## src/rtl/led_seq_pkg.sv

```systemverilog
// Shared types for the RGB fade sequencer: FSM states, colour encoding and
// the colour-advance helper.
package led_seq_pkg;

    typedef enum logic [2:0] {
        ST_IDLE,
        ST_RISE,
        ST_HOLD,
        ST_FALL,
        ST_NEXT
    } state_t;

    typedef enum logic [1:0] {
        COL_RED   = 2'd0,
        COL_GREEN = 2'd1,
        COL_BLUE  = 2'd2
    } colour_t;

    localparam colour_t COL_LAST = COL_BLUE;

    function automatic colour_t next_colour(input colour_t c);
        return (c == COL_LAST) ? COL_RED : colour_t'(c + 2'd1);
    endfunction

endpackage

```

## src/rtl/led_pwm_core.sv

```systemverilog
// Free-running PWM counter, duty comparator and the three registered LED
// outputs; only the channel matching the current phase may light.
module led_pwm_core
    import led_seq_pkg::*;
#(
    parameter int PWM_BITS = 8
) (
    input  logic                clk,
    input  logic                rst_n,
    input  logic [PWM_BITS-1:0] duty,
    input  colour_t             phase,
    output logic [2:0]          leds
);

    logic [PWM_BITS-1:0] pwm_cnt;
    logic                pwm_on;

    always_ff @(posedge clk or negedge rst_n) begin
        if (!rst_n) pwm_cnt <= '0;
        else        pwm_cnt <= pwm_cnt + 1'b1;
    end

    // Strict compare: full-scale duty still leaves one low cycle per period.
    assign pwm_on = (pwm_cnt < duty);

    for (genvar c = 0; c < 3; c++) begin : g_ch
        always_ff @(posedge clk or negedge rst_n) begin
            if (!rst_n) leds[c] <= 1'b0;
            else        leds[c] <= pwm_on && (phase == 2'(c));
        end
    end

endmodule

```

## src/rtl/led_fade_sequencer.sv

```systemverilog
// RGB fade sequencer: tick-driven RISE/HOLD/FALL/NEXT colour cycler over PWM.
// Define LED_FADE_EN for stepped fading; otherwise each fade is a single jump.
module led_fade_sequencer
    import led_seq_pkg::*;
#(
    parameter int PWM_BITS   = 8,
    parameter int STEP       = 4,
    parameter int HOLD_TICKS = 16
) (
    input  logic       clk,
    input  logic       rst_n,
    input  logic       tick,
    input  logic       enable,
    output logic       redled,
    output logic       greenled,
    output logic       blueled,
    output logic [1:0] phase
);

    localparam int HW = $clog2(HOLD_TICKS + 1);
    localparam logic [PWM_BITS-1:0] FS = '1;

    // Without fading a step of 2^PWM_BITS saturates/empties duty in one tick.
`ifdef LED_FADE_EN
    localparam int STEP_EFF = (STEP > 2**PWM_BITS) ? 2**PWM_BITS : STEP;
`else
    localparam int STEP_EFF = 2**PWM_BITS;
`endif
    localparam logic [PWM_BITS:0] STEP_W = (PWM_BITS+1)'(STEP_EFF);

    if (STEP < 1 || HOLD_TICKS < 1) begin : g_bad_param
        $error("led_fade_sequencer: STEP and HOLD_TICKS must be >= 1");
    end

    state_t              state, state_nxt;
    colour_t             phase_q, phase_nxt;
    logic [PWM_BITS-1:0] duty, duty_nxt;
    logic [HW-1:0]       hold_cnt, hold_nxt;
    logic [PWM_BITS:0]   rise_sum;
    logic [2:0]          leds;

    always_ff @(posedge clk or negedge rst_n) begin
        if (!rst_n) begin
            state    <= ST_IDLE;
            phase_q  <= COL_RED;
            duty     <= '0;
            hold_cnt <= '0;
        end else begin
            state    <= state_nxt;
            phase_q  <= phase_nxt;
            duty     <= duty_nxt;
            hold_cnt <= hold_nxt;
        end
    end

    always_comb begin
        state_nxt = state;
        phase_nxt = phase_q;
        duty_nxt  = duty;
        hold_nxt  = hold_cnt;
        rise_sum  = {1'b0, duty} + STEP_W;
        if (!enable) begin
            state_nxt = ST_IDLE;
            phase_nxt = COL_RED;
            duty_nxt  = '0;
            hold_nxt  = '0;
        end else begin
            case (state)
                ST_IDLE: begin
                    duty_nxt  = '0;
                    state_nxt = ST_RISE;
                end
                ST_RISE: if (tick) begin
                    if (rise_sum >= {1'b0, FS}) begin
                        duty_nxt  = FS;
                        hold_nxt  = '0;
                        state_nxt = ST_HOLD;
                    end else begin
                        duty_nxt = rise_sum[PWM_BITS-1:0];
                    end
                end
                ST_HOLD: if (tick) begin
                    hold_nxt = hold_cnt + 1'b1;
                    if (hold_cnt == HW'(HOLD_TICKS - 1)) state_nxt = ST_FALL;
                end
                ST_FALL: if (tick) begin
                    if ({1'b0, duty} <= STEP_W) begin
                        duty_nxt  = '0;
                        state_nxt = ST_NEXT;
                    end else begin
                        duty_nxt = duty - STEP_W[PWM_BITS-1:0];
                    end
                end
                // Single-cycle colour advance; any tick seen here is dropped.
                ST_NEXT: begin
                    phase_nxt = next_colour(phase_q);
                    state_nxt = ST_RISE;
                end
                default: state_nxt = ST_IDLE;
            endcase
        end
    end

    led_pwm_core #(.PWM_BITS(PWM_BITS)) u_pwm (
        .clk   (clk),
        .rst_n (rst_n),
        .duty  (duty),
        .phase (phase_q),
        .leds  (leds)
    );

    assign redled   = leds[0];
    assign greenled = leds[1];
    assign blueled  = leds[2];
    assign phase    = phase_q;

endmodule

```

## config.mk

```make
export PLATFORM = sky130hd
export DESIGN_NAME = led_fade_sequencer
export DESIGN_NICKNAME = d
export VERILOG_FILES = /design/src/rtl/led_seq_pkg.sv /design/src/rtl/led_pwm_core.sv /design/src/rtl/led_fade_sequencer.sv
export SDC_FILE = /design/constraint.sdc
export NUM_CORES = 1
export LEC_CHECK = 0
export BUFFER_PORTS_ARGS = -buffer_cell sky130_fd_sc_hd__buf_4
export CORE_MARGIN = 2
export CORE_UTILIZATION = 40
export DETAILED_ROUTE_END_ITERATION = 6
export GPL_ROUTABILITY_DRIVEN = 0
export GPL_TIMING_DRIVEN = 1
export SLEW_MARGIN = 0
export SYNTH_ARGS = -nofsm -noshare
export SYNTH_HDL_FRONTEND = slang
export SYNTH_SLANG_ARGS = --single-unit
```

## constraint.sdc

```tcl
create_clock -name clk -period 2 [get_ports clk]
set_input_delay 0.2 -clock clk [delete_from_list [all_inputs] [get_ports clk]]
set_output_delay 0.2 -clock clk [all_outputs]
set_load 0.02 [all_outputs]
```

==> flow_metrics.tcl, run 1 <==
set metrics [dict create \
    dp_hpwl_um 1400 \
    fin_area_sq_mm 0.00131 \
    path_clk_slew_ns 0.13 \
    finalCritPeriodShare_pct 82.5 \
    p_sw_w 0.000197 \
    ys_ff_latch 22 \
    grt_max_degree 23 \
    path_cells "inv_1 -> ha_1 -> o21a_1 -> o21ai_2 -> a221oi_2 -> nor3b_1" \
    power.share.combinational_pct 10.0 \
    cts_tree "built" \
    yosys_most_used_dff "dfrtp_1" \
    htreeDepth 1 \
    synth.top_cell.area_share_pct 47.7 \
    overflow 0 \
    final_max_slew_viol_count 0 \
    synthTopCellsByCount "dfrtp_1 (22), ha_1 (10), nand3_1 (7), o21ai_0 (7), nand2_1 (6)" \
    die_area_sq_mm 0.00333 \
    syn_avg_cell_area_sq_um 11.2 \
    nets 130 \
    cp_max_fo 9 \
    ir_drop_v 0.000645 \
    cts_inserted_buffers 3 \
    setup_ws_ns 0.350 \
    placed_area_sq_mm 0.00125 \
    dp_slack_ns 0.334 \
    yosys_warnings 0 \
    layout-drive-gt1-share_pct 15.7 \
    io_buffers 8 \
    switching_share_pct 22.0 \
    cts_setup_buffers 0 \
    pwr-share-seq_pct 52.4 \
    internal_power_w 0.000696 \
    cts_max_path_buffers 2 \
    root_buffer "clkbuf_4" \
    crit_path_start_kind "flip-flop" \
    tns_ns 0 \
    io_pins 9 \
    synth_area_leaders "dfrtp_1 (48%), ha_1 (11%), xor2_1 (3.8%)" \
    syn_area_sq_mm 0.00115 \
    finalPower_w 0.000893 \
    status "completed" \
    fmax_mhz 606 \
    synth_top_area_cell "dfrtp_1" \
    required_ns 2.19 \
    pwr-share-clk_pct 37.6 \
    drtIter0Drc 18 \
    diodes 0 \
    grt_util_all_layers_pct 12.7 \
    max-slew-margin-rel_pct 79.6 \
    first_pass_iters 4 \
    p_leak_nw 0.617 \
    holdPathStages 2 \
    vias_per_cell 5.27 \
    setup_viol 0 \
    critPathKind "reg -> reg" \
    postRouteWirelength_um 1870 \
    syn_nets 117 \
    worst_slew_pin_slew_ns 0.306 \
    ant_nets 0 \
    num-fill-cells 259 \
    grt_pass1_vias 793 \
    grt_pass1_wl_um 3330 \
    yosysMostFrequentCell "dfrtp_1" \
    antenna_found_initial 0 \
    coreArea_sq_mm 0.00276 \
    hold_path_class "in -> reg" \
    synth_edf_count 0 \
    min_period_ns 1.65 \
    drv_cap 0 \
    cpMaxStageDelayCell "dfrtp_1" \
    ctsHoldBuffers 1 \
    die_w_um 57.7 \
    worst-endpoint-arrival_ns 1.84 \
    fin_skew_ns 0.0109 \
    reg2reg_depth 6 \
    start_util_pct 41.8 \
    die_h_um 57.7 \
    clock_sinks 22 \
    async_flop_share_pct 100 \
    synth_seq_area_share_pct 47.7 \
    post_cts_resize_count 0 \
    rows 19 \
    vias 770 \
    powerDensity_mw_per_mm2 682 \
    insertion_delay_ns 0.31 \
    reg2reg_setup_slack_ns 0.35 \
    hold_viol 0 \
    critPathMaxStageDelay_ns 0.39 \
    wire_per_inst_um 12.8 \
    rsz0062_at_grt "no" \
    drc_errors 0 \
    synth.distinct_cells 30 \
    area_growth_pct 13.6 \
    cp-end-kind "flip-flop" \
    synthCells 103 \
]
[sequential cells by signal, indices dropped and copies added (netlist names)]
| name | flops |
|---|---|
| u_pwm.pwm_cnt | 8 |
| hold_cnt | 5 |
| state | 3 |
| u_pwm.leds | 3 |
| phase | 2 |
| duty | 1 |
[worst max-delay path, delay by kind of cell (launching register included)]
family,cells,cell delay [ns]
adder cells (fa/ha/maj),1,0.27
AND/OR/NAND/NOR,1,0.10
flip-flops,1,0.39
AO/OA/AOI/OAI,3,0.57
buffers and inverters,1,0.23
[power groups by stage]
stage / sequential (W) / combinational, W / clock (W)
after floorplan: 0.000475 / 0.0000593 / 0
after global placement: 0.000476 / 0.0000876 / 0
after detailed placement: 0.000477 / 0.0000900 / 0
after CTS: 0.000468 / 0.0000917 / 0.000349
after global routing: 0.000471 / 0.000103 / 0.000369
final: 0.000468 / 0.0000894 / 0.000336
[metrics by stage]
step	cells	hold WS [ns]	util [%]
floorplan	103	-0.0956	-
global placement	141	0.106	45.2
detailed placement	141	0.108	45.2
CTS	146	0.144	47.5
global route	146	0.139	47.5
finish	146	0.154	47.5
[logic make-up (layout without fill, tap and decap cells)]
| family | after synthesis | count (layout) | share of synthesized area (%) |
|---|---|---|---|
| and+or+nand+nor | 36 | 36 | 20.2 |
| adders and majority gates | 10 | 10 | 10.8 |
| muxes | 2 | 2 | 1.74 |
| buffers and inverters | 6 | 18 | 2.06 |
| xor gates and xnor gates | 9 | 9 | 6.83 |
| DFF | 22 | 22 | 47.7 |
| AOI/OAI and AO/OA | 18 | 18 | 10.6 |
[worst paths after layout]
path,start,endpoint
worst max-delay path,duty[6]$_DFFE_PN0P_,u_pwm.leds[1]$_DFF_PN0_
worst min-delay path,enable,state[0]$_DFFE_PN0P_
worst max register to register,duty[6]$_DFFE_PN0P_,u_pwm.leds[1]$_DFF_PN0_
worst min register to register,u_pwm.pwm_cnt[0]$_DFF_PN0_,u_pwm.pwm_cnt[0]$_DFF_PN0_
max in group asynchronous,rst_n,duty[6]$_DFFE_PN0P_
min in group asynchronous,rst_n,u_pwm.leds[0]$_DFF_PN0_
[layout make-up]
type                       instances  area [sq um]  area share (%)
multi-input combinational         75           579            44.2
sequential                        22           551            42.0
timing repair buffer               9          70.1            5.35
tap                               31          38.8            2.96
clock inverter                     1          30.0            2.29
clock buffer                       3          22.5            1.72
inverter                           5          18.8            1.43
[metal layers]
| metal | track usage, % | part of all wire (%) | vias to the layer above | routed length, um |
|---|---|---|---|---|
| li1 | - | - | 386 | - |
| met1 | 15.1 | 47 | 371 | 872 |
| met2 | 22.9 | 49 | 11 | 922 |
| met3 | 3.35 | 2.8 | 2 | 53 |
| met4 | 2.99 | 1.0 | 0 | 19 |
| met5 | 0 | 0 | - | 0 |
[placed cells by master (no fill, tap or decap), drive strengths merged]
cell type | netlist | final
nand2 | 6 | 6
nand2b | 1 | 1
nor2b | 5 | 5
and3 | 3 | 3
o21ai | 10 | 10
ha | 10 | 10
xnor2 | 4 | 4
a21boi | 2 | 2
buf | 0 | 8
nand3 | 7 | 7
mux2i | 2 | 2
and2b | 2 | 2
dlygate4sd3 | 0 | 1
and4 | 1 | 1
a21oi | 1 | 1
a221oi | 1 | 1
nor4 | 2 | 2
inv | 5 | 5
nand4 | 1 | 1
clkbuf | 1 | 3
dfrtp | 22 | 22
a21o | 2 | 2
nor4b | 1 | 1
bufinv | 0 | 1
nor3b | 4 | 4
nor2 | 3 | 3
o21a | 2 | 2
xor2 | 5 | 5
Power figures use the tool's default switching activity.
==> run 2, diff against run 1 <==
clock period = 1.45 ns   (was 2 ns; I/O delays follow)
==> run 2 against run 1 <==
Effect of this change: the run now ends with negative setup slack left; clock power up 41%; combinational power up 55%; global-route usage up 1.3 points; count of clock-buffer cells in the layout unchanged; clock skew down 0.0039 ns; critical path depth unchanged; hold slack worse by 0.057 ns; final cell count up 4.1%; sequential share of layout area down 2.3 points; critical endpoint unchanged; largest power group unchanged.
==> flow_metrics.tcl, run 2 (synthesis gave the netlist of run 1 again) <==
set metrics [dict create \
    die_w_um 57.7 \
    clock_sinks 22 \
    io_pins 9 \
    die_area_sq_mm 0.00333 \
    layout_common_cells "dfrtp_1 (22), buf_4 (14), ha_1 (9)" \
    first_pass_iters 4 \
    htreeDepth 1 \
    num-fill-cells 261 \
    path_delay_family "compound AO/OA/AOI/OAI gates" \
    status "complete, but fails checks" \
    dp.cells 147 \
    io_buffers 8 \
    cp.depth 6 \
    top_register "u_pwm.pwm_cnt" \
    critPathBufInv 1 \
    max-slew-margin-rel_pct 77.4 \
    diodes 0 \
    critPathMaxStageDelay_ns 0.40 \
    grt_util_all_layers_pct 14.0 \
    rows 19 \
    ir_drop_v 0.000566 \
    cp-end-kind "flip-flop" \
    rsz0062_at_grt "yes" \
    required_ns 1.65 \
    grt_pass1_wl_um 3620 \
    holdPathStages 2 \
    finalCritPeriodShare_pct 104 \
    reg2reg_depth 6 \
    dp_hpwl_um 1490 \
    worst_slew_pin_slew_ns 0.335 \
    p_leak_nw 0.648 \
    drtIter0Drc 8 \
    grt_pass1_vias 800 \
    overflow 0 \
    fin_skew_ns 0.00697 \
    hold_path_class "in -> reg" \
    powerDensity_mw_per_mm2 908 \
    drv_cap 0 \
    ant_nets 0 \
    cpMaxStageDelayCell "dfrtp_1" \
    nets 136 \
    cp_max_fo 7 \
    violations "negative setup slack" \
    die_h_um 57.7 \
    worst-endpoint-arrival_ns 1.71 \
    critPathKind "reg -> reg" \
    wire_per_inst_um 13.2 \
    fin_cells 152 \
    start_util_pct 41.8 \
    dp_slack_ns -0.141 \
    area_growth_pct 20.2 \
    vias_per_cell 5.17 \
    layout-drive-gt1-share_pct 22.3 \
    mostFrequentLayoutCell "dfrtp_1" \
    final_max_slew_viol_count 0 \
    setup_viol 3 \
    root_buffer "clkbuf_4" \
    min_period_ns 1.50 \
    cts_max_path_buffers 2 \
    cts_inserted_buffers 3 \
    cts_setup_buffers 0 \
    whs_ns 0.0969 \
    cts_tree "built" \
    path_clk_slew_ns 0.13 \
    insertion_delay_ns 0.31 \
    path_cells "inv_4 -> ha_1 -> o21a_1 -> o21ai_2 -> a221oi_4 -> nor3b_2" \
    largest_reg_flops 8 \
    setup_ws_ns -0.0549 \
    grt_max_degree 23 \
    hold_viol 0 \
    postRouteWirelength_um 2010 \
    reg_top3 "u_pwm.pwm_cnt (8), hold_cnt (5)" \
    drc_errors 0 \
    antenna_found_initial 0 \
    vias 786 \
    fmax_mhz 665 \
    crit_path_start_kind "flip-flop" \
    coreArea_sq_mm 0.00276 \
]
[run 2: cell types whose count changed in the layout (fill, tap and decap cells not counted)]
cell      previous run  this run
buf_4                8        14
a221oi_2             1         0
a221oi_4             0         1
ha_1                10         9
ha_4                 0         1
inv_1                5         4
inv_4                0         1
nor3b_1              3         2
nor3b_2              1         2
[run 2: final timing paths]
check                                        startpoint                      end  slack [ns]
worst max register to register      duty[6]$_DFFE_PN0P_  u_pwm.leds[1]$_DFF_PN0_       -0.05
min in group asynchronous                         rst_n     phase[1]$_DFFE_PN0P_        0.23
worst max-delay path                duty[6]$_DFFE_PN0P_  u_pwm.leds[1]$_DFF_PN0_       -0.05
worst min register to register  hold_cnt[4]$_DFFE_PN0P_  hold_cnt[4]$_DFFE_PN0P_        0.49
max in group asynchronous                         rst_n  hold_cnt[1]$_DFFE_PN0P_        1.00
worst min-delay path                             enable     state[0]$_DFFE_PN0P_         0.1
[run 2: final cells by class]
class	instances	area (sq um)	share of cell area, %
tap	31	38.8	2.80
multi-input combinational	75	608	43.9
sequential	22	551	39.7
inverter	5	21.3	1.53
clock inverter	1	30.0	2.17
timing repair buffer	15	115	8.30
clock buffer	3	22.5	1.62
[run 2: power by group]
group | internal, W | total (W) | leakage, nW | switching (W)
Sequential | 0.000628 | 0.000645 | 0.290 | 0.0000176
Clock | 0.000279 | 0.000474 | 0.0279 | 0.000195
Combinational | 0.0000624 | 0.000139 | 0.330 | 0.0000770
[run 2: stage by stage]
stage / util (%) / TNS [ns] / total power (W) / instance area, sq um
2_1_floorplan: - / 0 / 0.000738 / 1150
3_3_place_gp: 46.9 / -0.0510 / 0.000785 / 1290
3_5_place_dp: 46.9 / -0.390 / 0.000789 / 1290
4_1_cts: 50.3 / -0.180 / 0.00128 / 1390
5_1_grt: 50.3 / -0.539 / 0.00133 / 1390
6_report: 50.3 / -0.139 / 0.00126 / 1390
[run 2: what timing repair did]
action | in CTS | in global routing
gates resized for setup | 5 | 0
cloned | 0 | 0
pin swaps | 4 | 2
hold endpoints to repair | 22 | 0
hold buffers | 1 | 0
setup endpoints to repair | 3 | 3
[run 2: metal layers]
metal | up-vias | part of all wire, % | wire (um) | track usage, %
li1 | 398 | - | - | -
met2 | 6 | 51 | 1020 | 24.7
met1 | 382 | 47 | 948 | 17.1
met4 | 0 | 0 | 0 | 2.99
met3 | 0 | 2.0 | 41 | 4.02
met5 | - | 0 | 0 | 0
